--- src/rtl/sw_led_pkg.sv ---
// sw_led_pkg: mode encoding, default timing constants and mode-step helper for the LED sequencer
package sw_led_pkg;

    localparam int DEFAULT_DEBOUNCE_CYCLES = 120000;
    localparam int DEFAULT_TICK_CYCLES     = 3000000;

    typedef enum logic [1:0] {
        MODE_OFF   = 2'd0,
        MODE_PASS  = 2'd1,
        MODE_BLINK = 2'd2,
        MODE_CHASE = 2'd3
    } mode_t;

    function automatic mode_t next_mode(input mode_t m);
        return mode_t'(m + 2'd1);
    endfunction

endpackage

--- src/rtl/sw_debounce.sv ---
// sw_debounce: synchronizes a bouncing switch, debounces it and flags rising edges of the clean level
module sw_debounce
    import sw_led_pkg::*;
#(
    parameter int DEBOUNCE_CYCLES = DEFAULT_DEBOUNCE_CYCLES
) (
    input  logic i_clk,
    input  logic i_reset,
    input  logic i_sw,
    output logic o_level,
    output logic o_press
);

    localparam int CW = $clog2(DEBOUNCE_CYCLES);

    logic          sync0;
    logic          sync1;
    logic [CW-1:0] cnt;
    logic          done;

    assign done = (sync1 != o_level) && (cnt == CW'(DEBOUNCE_CYCLES - 1));

    // two-flop synchronizer, disagreement run counter, accepted level and one-cycle press on a 0->1 accept
    always_ff @(posedge i_clk) begin
        if (i_reset) begin
            sync0   <= 1'b0;
            sync1   <= 1'b0;
            cnt     <= '0;
            o_level <= 1'b0;
            o_press <= 1'b0;
        end else begin
            sync0   <= i_sw;
            sync1   <= sync0;
            cnt     <= (sync1 == o_level || done) ? '0 : cnt + CW'(1);
            o_level <= done ? sync1 : o_level;
            o_press <= done && sync1;
        end
    end

endmodule

--- src/rtl/sw_led_sequencer.sv ---
// sw_led_sequencer: press-driven mode FSM driving four LEDs with off/pass-through/blink/chase patterns
module sw_led_sequencer
    import sw_led_pkg::*;
#(
    parameter int DEBOUNCE_CYCLES = DEFAULT_DEBOUNCE_CYCLES,
    parameter int TICK_CYCLES     = DEFAULT_TICK_CYCLES
) (
    input  logic       i_clk,
    input  logic       i_reset,
    input  logic       i_sw,
    output logic       o_led,
    output logic       o_led1,
    output logic       o_led2,
    output logic       o_led3,
    output logic [1:0] o_mode
);

    localparam int TW = $clog2(TICK_CYCLES);

    logic          level;
    logic          press;
    logic          tick;
    mode_t         mode;
    mode_t         mode_nx;
    logic [3:0]    led;
    logic [3:0]    led_nx;
    logic [TW-1:0] tick_cnt;
    logic [TW-1:0] tick_nx;

    sw_debounce #(
        .DEBOUNCE_CYCLES(DEBOUNCE_CYCLES)
    ) u_debounce (
        .i_clk  (i_clk),
        .i_reset(i_reset),
        .i_sw   (i_sw),
        .o_level(level),
        .o_press(press)
    );

    assign tick = (tick_cnt == TW'(TICK_CYCLES - 1));

    // mode, LED pattern and tick counter registers
    always_ff @(posedge i_clk) begin
        if (i_reset) begin
            mode     <= MODE_OFF;
            led      <= 4'h0;
            tick_cnt <= '0;
        end else begin
            mode     <= mode_nx;
            led      <= led_nx;
            tick_cnt <= tick_nx;
        end
    end

    // a press advances the mode and restarts both the tick period and the pattern; otherwise ticks step the pattern
    always_comb begin
        mode_nx = press ? next_mode(mode) : mode;
        tick_nx = (press || tick) ? '0 : tick_cnt + TW'(1);
        led_nx  = led;
        if (press)
            led_nx = (mode_nx == MODE_OFF)   ? 4'h0 :
                     (mode_nx == MODE_PASS)  ? {3'b000, level} :
                     (mode_nx == MODE_BLINK) ? 4'hf : 4'h1;
        else if (mode == MODE_PASS)
            led_nx = {3'b000, level};
        else if (tick)
            led_nx = (mode == MODE_BLINK) ? ~led :
                     (mode == MODE_CHASE) ? {led[2:0], led[3]} : 4'h0;
    end

    assign o_led  = led[0];
    assign o_led1 = led[1];
    assign o_led2 = led[2];
    assign o_led3 = led[3];
    assign o_mode = mode;

endmodule

--- config.mk ---
export PLATFORM = sky130hd
export DESIGN_NAME = sw_led_sequencer
export DESIGN_NICKNAME = d
export VERILOG_FILES = /design/src/rtl/sw_led_pkg.sv /design/src/rtl/sw_debounce.sv /design/src/rtl/sw_led_sequencer.sv
export SDC_FILE = /design/constraint.sdc
export NUM_CORES = 1
export LEC_CHECK = 0
export BUFFER_PORTS_ARGS = -buffer_cell sky130_fd_sc_hd__buf_4
export CAP_MARGIN = 20
export CORE_MARGIN = 2
export CORE_UTILIZATION = 40
export CTS_CLUSTER_SIZE = 25
export DETAILED_ROUTE_END_ITERATION = 10
export GPL_TIMING_DRIVEN = 0
export PLACE_DENSITY_LB_ADDON = 0.08
export SKIP_CTS_REPAIR_TIMING = 1
export SLEW_MARGIN = 30
export SYNTH_ARGS = -nofsm -noshare
export SYNTH_HDL_FRONTEND = slang
export SYNTH_SLANG_ARGS = --single-unit
--- constraint.sdc ---
create_clock -name i_clk -period 5.12 [get_ports i_clk]
set_clock_uncertainty 0.05 [all_clocks]
set_input_delay 1.024 -clock i_clk [delete_from_list [all_inputs] [get_ports i_clk]]
set_output_delay 1.024 -clock i_clk [all_outputs]
set_load 0.01 [all_outputs]
; ---- After elaboration in Yosys (flattened, before gate mapping)
; Index checks and enable logic that the tools add are counted.
[word_totals]
ff_bits = 49
latchBits = 0
ram_bits = 0
romBits = 0
output_inout_bits = 6
wordCells = 38
memories = 0
[op_classes]
n_addsub = 3
n_mul = 0
div_mod_pow = 0
magnitude_cmp = 0
eq_ne = 9
shift = 0
n_mux = 9
n_bitwise = 1
reduce_logical = 8
[op_table]
columns = cell, n
row1 = $mux W4, 8
row2 = $add A22 B1 Y22 const B, 1
row3 = $eq A22 B22 Y1 const B, 1
row4 = $add A17 B1 Y17 const B, 1
row5 = $eq A17 B17 Y1 const B, 1
row6 = $eq A2 B2 Y1 const B, 3
row7 = $eq A2 B1 Y1 const B, 2
row8 = $not A4 Y4, 1
row9 = $reduce_or A2 Y1, 2
row10 = $reduce_bool A3 Y1, 1
row11 = $add A2 B1 Y2 const B, 1
row12 = $logic_and A1 B1 Y1, 2
row13 = $logic_not A2 Y1, 1
row14 = $logic_or A1 B1 Y1, 2
row15 = $mux W2, 1
row16 = $eq A1 B1 Y1, 1
row17 = $ne A1 B1 Y1, 1

; ---- Logic depth before layout (Yosys ltp)
; Gate-level depths: netlist (run 1).
[logic_depth]
ltp_word = 7
depth_mapped = 6
ltp_nobuf = 6

; ---- By module
; From an unflattened synthesis (run 1), not the netlist that was laid out.
[unflattened]
cells_unflattened = 267
area_unflattened_um2 = 2348.5
[modules_own_cells]
columns = module, instances, cells_per_inst, area_each_um2, seq_area_each_um2
row1 = sw_led_sequencer, 1, 170, 1441.4, 560.5
row2 = sw_debounce, 1, 97, 907.1, 420.4

; ---- Worst setup path after synthesis (run 1)
; OpenSTA, ideal clock, no wires.
[synth_timing]
path_type = input port to flip-flop
start = input port i_reset
end = register u_debounce.cnt[10]
t_arrival_ns = 1.845
setup_slack_ns = 3.107
stages = 5
path_buffers = 2
path_cell_list = clkbuf_1 -> nor2_1 -> o21ai_1 -> buf_2 -> nor2_1
[synth_via]
elab_chain_cells = 1
[synth_lines]
columns = element, line_no
row1 = from (decl), sw_led_sequencer.sv:9  ; input logic i_reset,
row2 = $reduce_or A2 Y1 (no source line), --
row3 = to (signal assigned), sw_debounce.sv:34  ; cnt <= (sync1 == o_level || done) ? '0 : cnt + CW'(1);
row4 = to (decl), sw_debounce.sv:18  ; logic [CW-1:0] cnt;
; No other way between the ends.
; A chain may end at the register's enable or synchronous reset.

; ---- Final worst setup path (run 1)
[layout_timing]
start = register u_debounce.cnt[0]
end = register u_debounce.cnt[11]
[layout_via]
elab_chain_cells = 4
elab_cells_between_ends = 5
[layout_lines]
columns = element
row1 = "parallel branches: the longest is 4 deep, another holds $add A17 B1 Y17"
; Several ways; the timed one is not identified.

==> metrics.cfg, run 1 <==
[clocking]
clk_pin_slew_worst_paths_ns = 0.09
cts_buffer_depth = 2
cts_buffers = 5
cts_sinks = 49
clock_latency_ns = 0.29
cts_root_buf = clkbuf_8
htree_num_levels = 2
cts_tree = built

[setup_path]
crit_chain = ha_1, and4_1, nand4_1, o21ai_1, buf_2, nor2_1
cp-start-kind = flip-flop
crit_required_ns = 5.26
cpLargestDelayFamily = simple AND/OR/NAND/NOR gates
r2r_start = u_debounce.cnt[0]
critPathBufInv = 1
slowest_stage = o21ai_1
cp_max_fo = 10
critPathArrivalTime_ns = 2.32
worstSetupPathType = flip-flop to flip-flop
max_stage_delay_ns = 0.47
cp-end-kind = flip-flop
cp-startpoint = u_debounce.cnt[0]

[floorplan]
start_util_pct = 41.8
die-height_um = 80.1
core_mm2 = 0.00554
die_w_um = 80.1
io_pins = 9
num_rows = 27
die-area_mm2 = 0.00641

[logic_synthesis]
synth_async_sr_flop_share_pct = 0
avgSynthCellArea_um2 = 8.70
ys_types = 47
synth_top_area_share_pct = 42.4
synth.mux.area_fraction_pct = 0.433
synth-seq-cells = 49
synthXorXnorAreaFrac_pct = 9.84
synth_cells = 266
synth.cell_area_mm2 = 0.00231
yosysTopAreaCell = dfxtp_1
yosys_most_used_dff = dfxtp_1
synth_edf_count = 0
ys.warnings.count = 0
synth_top_family_by_area = simple AND/OR/NAND/NOR gates
synthesis.nets = 274
yosys.area_share.adder_pct = 2.70
yosys.area_share.simple_pct = 29.1
synth_compound_area_share_pct = 12.3
yosysSeqAreaShare_pct = 42.4
ys_top_cells_by_area = dfxtp_1, nor2_1, xor2_1, xnor2_1, nand4_1

[placed_design]
placed_cells = 345
port_buffers = 7
dp.final_hpwl_um = 3130
place.gp.congestion = 0.760
dpl_cell_area_mm2 = 0.00246

[routing]
wl_met2_um = 1910
wl_um = 4560
firstDrtPassIters = 4
viasPerCell = 5.29
drt_first_iter_violations = 105
final_antenna_net_count = 0
num_vias = 1867
wl_per_cell_um = 12.9
drc = 0
wl_met3_um = 126
highest_layer = met4
wl_met1_um = 2500

[sta]
setup-violations-final = 0
rsz0062_at_grt = false
hold_violations = 0
period_minus_slack_ns = 2.18
setup_tns_ns = 0
fmax_mhz = 459
slew_violations = 0
tightestPinTransition_ns = 0.513
fin_crit_sh_pct = 42.5
max_slew_margin_pct = 65.5

[finish]
fill_cells = 571
final_common_cell = dfxtp_1
regArea_um2 = 981
multi_input_area_mm2 = 0.00126
syn_to_final_growth_pct = 11.2
drive_gt1_share_pct = 12.1
layout.cells.non_filler = 353
diodes = 0
fin_area_mm2 = 0.00257
final_cell_mix = dfxtp_1, nor2_1, a21oi_1
nets = 288

[pwr]
p_leak_nw = 0.812
peakVddDrop_v = 0.000124
powerDensity_mw_per_mm2 = 266

[global_routing]
grt_overflow = 0
grt_usage_pct = 15.6
grt_pass1_vias = 1685
grt_antenna_before_repair = 0
grt_max_degree = 15
grt_pass1_wl_um = 7950

[worst_hold_path]
hold_path.class = flip-flop to flip-flop
hold_start = tick_cnt[0]

[job]
maxCapViolCount = 0

[status]
outcome = finished clean

final timing paths:
check | endpoint | slack, ns | cells past startpoint
max | u_debounce.cnt[11] | 2.94 | 6
min | tick_cnt[0] | 0.39 | 1
max reg2reg | u_debounce.cnt[11] | 2.94 | 6
min reg2reg | tick_cnt[0] | 0.39 | 1
registers in the layout, indices dropped and copies added, names as in the netlist:
| register | cells |
|---|---|
| o_mode | 2 |
| u_debounce.o_level | 1 |
| u_debounce.sync1 | 1 |
| led | 4 |
| u_debounce.sync0 | 1 |
| tick_cnt | 22 |
| u_debounce.cnt | 17 |
| u_debounce.o_press | 1 |
cell type report:
type	instances	share of cell area [%]
clock inverters	1	1.17
clock buffers	7	3.36
plain buffers	12	2.29
inverters	4	0.584
flip-flops and latches	49	38.1
multi-input cells	201	48.9
well taps	72	3.50
repair buffers	7	2.04
metrics by stage:
stage | power (mW) | util (%) | hold slack [ns] | worst slack, ns
global placement | 0.408 | 44.3 | 0.368 | 2.78
CTS | 0.695 | 46.4 | 0.395 | 2.92
detailed placement | 0.408 | 44.3 | 0.379 | 2.76
floorplan | 0.404 | - | 0.363 | 3.11
global route | 0.718 | 46.4 | 0.425 | 2.73
finish | 0.683 | 46.4 | 0.390 | 2.94
metal layers:
metal / global-route usage [%] / up-vias
met1: 23.4 / 860
met5: 0 / -
met2: 22.3 / 23
met4: 4.58 / 0
met3: 3.03 / 2
li1: - / 982
power breakdown:
group          total [mW]  internal [mW]  switching, mW
clock network       0.284          0.159          0.125
logic              0.0132        0.00510        0.00810
registers           0.386          0.384        0.00211
cell families (layout without fill, tap and decap cells):
kind of cell    count (synthesis)  count (layout)
fa+ha+maj                       5               5
compound gates                 45              45
simple gates                  124             124
flops                          49              49
mux                             1               1
buf+inv                        16              31
xor+xnor                       26              26
cell usage after synthesis (all sizes together), types with 2 or more instances:
library cell  count
nor2b             3
ha                5
nand3            13
nand2            14
o311a             3
clkbuf            6
xor2             14
a21oi            17
or3               3
nor4b             2
nor3              5
dfxtp            49
xnor2            12
nor4              3
and3              6
and4              4
or4               9
buf               6
inv               4
a211oi            2
or2               3
and2              2
nand4            13
o21ai            10
o31ai             8
nor2             40
(Power assumes the default switching activity.)
==> run 2, diff against run 1 <==
==> constraint.sdc (replaced) <==
create_clock -name i_clk -period 2.2 [get_ports i_clk]
set_clock_uncertainty 0.05 [all_clocks]
set_input_delay 0.44 -clock i_clk [delete_from_list [all_inputs] [get_ports i_clk]]
set_output_delay 0.44 -clock i_clk [all_outputs]
set_load 0.01 [all_outputs]
==> metrics.cfg, run 2 (same netlist as run 1, synthesis figures left out) <==
[status]
outcome = finished clean

[routing]
wl_per_cell_um = 12.9  ; -0.37%
viasPerCell = 5.30  ; +0.16%
firstDrtPassIters = 4  ; unchanged
num_vias = 1870  ; +0.16%
final_antenna_net_count = 0  ; unchanged
wl_um = 4540  ; -0.37%
drc = 0  ; unchanged
drt_first_iter_violations = 95  ; -9.5%

[sta]
tightestPinTransition_ns = 0.466  ; -0.0472 ns
fin_crit_sh_pct = 93.8  ; +51 points
max_slew_margin_pct = 68.9  ; +3.4 points
hold_violations = 0  ; unchanged
slew_violations = 0  ; unchanged
setup-violations-final = 0  ; unchanged
fmax_mhz = 484  ; +5.5%
period_minus_slack_ns = 2.06  ; -0.113 ns
rsz0062_at_grt = false
setup_tns_ns = 0  ; unchanged

[clocking]
clock_latency_ns = 0.29  ; about the same
cts_sinks = 49  ; unchanged
htree_num_levels = 2  ; unchanged
clk_pin_slew_worst_paths_ns = 0.09  ; about the same
cts_root_buf = clkbuf_8
cts_tree = built
cts_buffer_depth = 2  ; unchanged
cts_buffers = 5  ; unchanged

[setup_path]
cp_max_fo = 6  ; -4
worstSetupPathType = flip-flop to flip-flop
critPathArrivalTime_ns = 2.20  ; -0.12 ns
cp-start-kind = flip-flop
cp-end-kind = flip-flop
rr_endpoint = led[1]
reg2regPathDepth = 5  ; -1
cp-endpoint = led[1]
regToRegSetupSlack_ns = 0.14  ; -2.81 ns
crit_required_ns = 2.34  ; -2.92 ns
r2r_start = tick_cnt[0]
cp-startpoint = tick_cnt[0]

[floorplan]
num_rows = 27  ; unchanged
die_w_um = 80.1  ; unchanged
die-height_um = 80.1  ; unchanged
core_mm2 = 0.00554  ; unchanged
start_util_pct = 41.8  ; unchanged
die-area_mm2 = 0.00641  ; unchanged
io_pins = 9  ; unchanged

[global_routing]
grt_antenna_before_repair = 0  ; unchanged
grt_usage_pct = 15.6  ; unchanged
grt_pass1_vias = 1685  ; unchanged
grt_overflow = 0  ; unchanged
grt_max_degree = 15  ; unchanged
grt_pass1_wl_um = 7950  ; unchanged

[placed_design]
dp.final_hpwl_um = 3130  ; unchanged
place.gp.congestion = 0.760  ; unchanged
placed_cells = 345  ; unchanged
port_buffers = 7  ; unchanged
dpl_cell_area_mm2 = 0.00246  ; unchanged

[worst_hold_path]
hold_start = i_sw
hold_path.class = primary input to flip-flop

[finish]
top_regs = tick_cnt x22, u_debounce.cnt x17, led x4
largest_register = tick_cnt
final_cell_mix = dfxtp_1, nor2_1, a21oi_1
diodes = 0  ; unchanged
largest_reg_flops = 22  ; unchanged
layout.cells.non_filler = 353  ; unchanged
final_common_cell = dfxtp_1
final_core_util_pct = 46.6  ; +0.20 points
fill_cells = 572  ; +0.18%
nets = 288  ; unchanged
drive_gt1_share_pct = 12.5  ; +0.36 points
fin_area_mm2 = 0.00258  ; +0.44%
syn_to_final_growth_pct = 11.7

[pwr]
p_leak_nw = 0.814  ; +0.18%
powerDensity_mw_per_mm2 = 615  ; +130%
finalPower_mw = 1.59  ; +130%
peakVddDrop_v = 0.000289  ; +130%

[job]
maxCapViolCount = 0  ; unchanged

-- run 2: cell counts in the layout (fill, tap and decap cells not counted) --
Identical to the previous run, type by type.
-- run 2: cell type report --
| cell class | count | area [um^2] | area share, % |
|---|---|---|---|
| Multi-Input combinational cell | 201 | 1270 | 49.2 |
| Inverter | 4 | 15.0 | 0.581 |
| Tap cell | 72 | 90.1 | 3.49 |
| Sequential cell | 49 | 981 | 38.0 |
| Clock inverter | 1 | 30.0 | 1.16 |
| Buffer | 12 | 58.8 | 2.28 |
| Timing Repair Buffer | 7 | 52.6 | 2.03 |
| Clock buffer | 7 | 86.3 | 3.34 |
-- run 2: how the worst min path moves through the flow --
| stage | end | slack [ns] | depth (start not counted) |
|---|---|---|---|
| floorplan | tick_cnt[0] | 0.36 | 1 |
| global placement | u_debounce.sync1 | 0.37 | 1 |
| detailed placement | u_debounce.sync1 | 0.38 | 1 |
| CTS | u_debounce.sync0 | 0.30 | 2 |
| global route | u_debounce.sync0 | 0.32 | 2 |
| finish | u_debounce.sync0 | 0.31 | 2 |
-- run 2: layer usage --
metal	share of wire [%]	GRT usage, %
met2	42	22.3
met1	55	23.4
met3	2.8	3.03
met5	0	0
met4	0.53	4.58
-- run 2: critical path, cell delays in order, from the launching register on --
cell	delay [ns]
dfxtp_1	0.35
ha_1	0.25
nand2_1	0.10
or4_4	0.57
or2_4	0.30
o311a_1	0.35
-- run 2: per-stage QoR --
| stage | hold WS [ns] | setup WS, ns |
|---|---|---|
| 2_1_floorplan | 0.363 | 0.288 |
| 3_3_place_gp | 0.368 | 0.0416 |
| 3_5_place_dp | 0.379 | 0.0131 |
| 4_1_cts | 0.298 | 0.00476 |
| 5_1_grt | 0.318 | 0.0183 |
| 6_report | 0.305 | 0.136 |
-- run 2: report_power, final --
part           leakage (nW)  switching [mW]  internal, mW
Combinational         0.360          0.0191        0.0123
Sequential            0.396         0.00489         0.893
Clock                0.0585           0.289         0.371
Total                 0.814           0.313          1.28
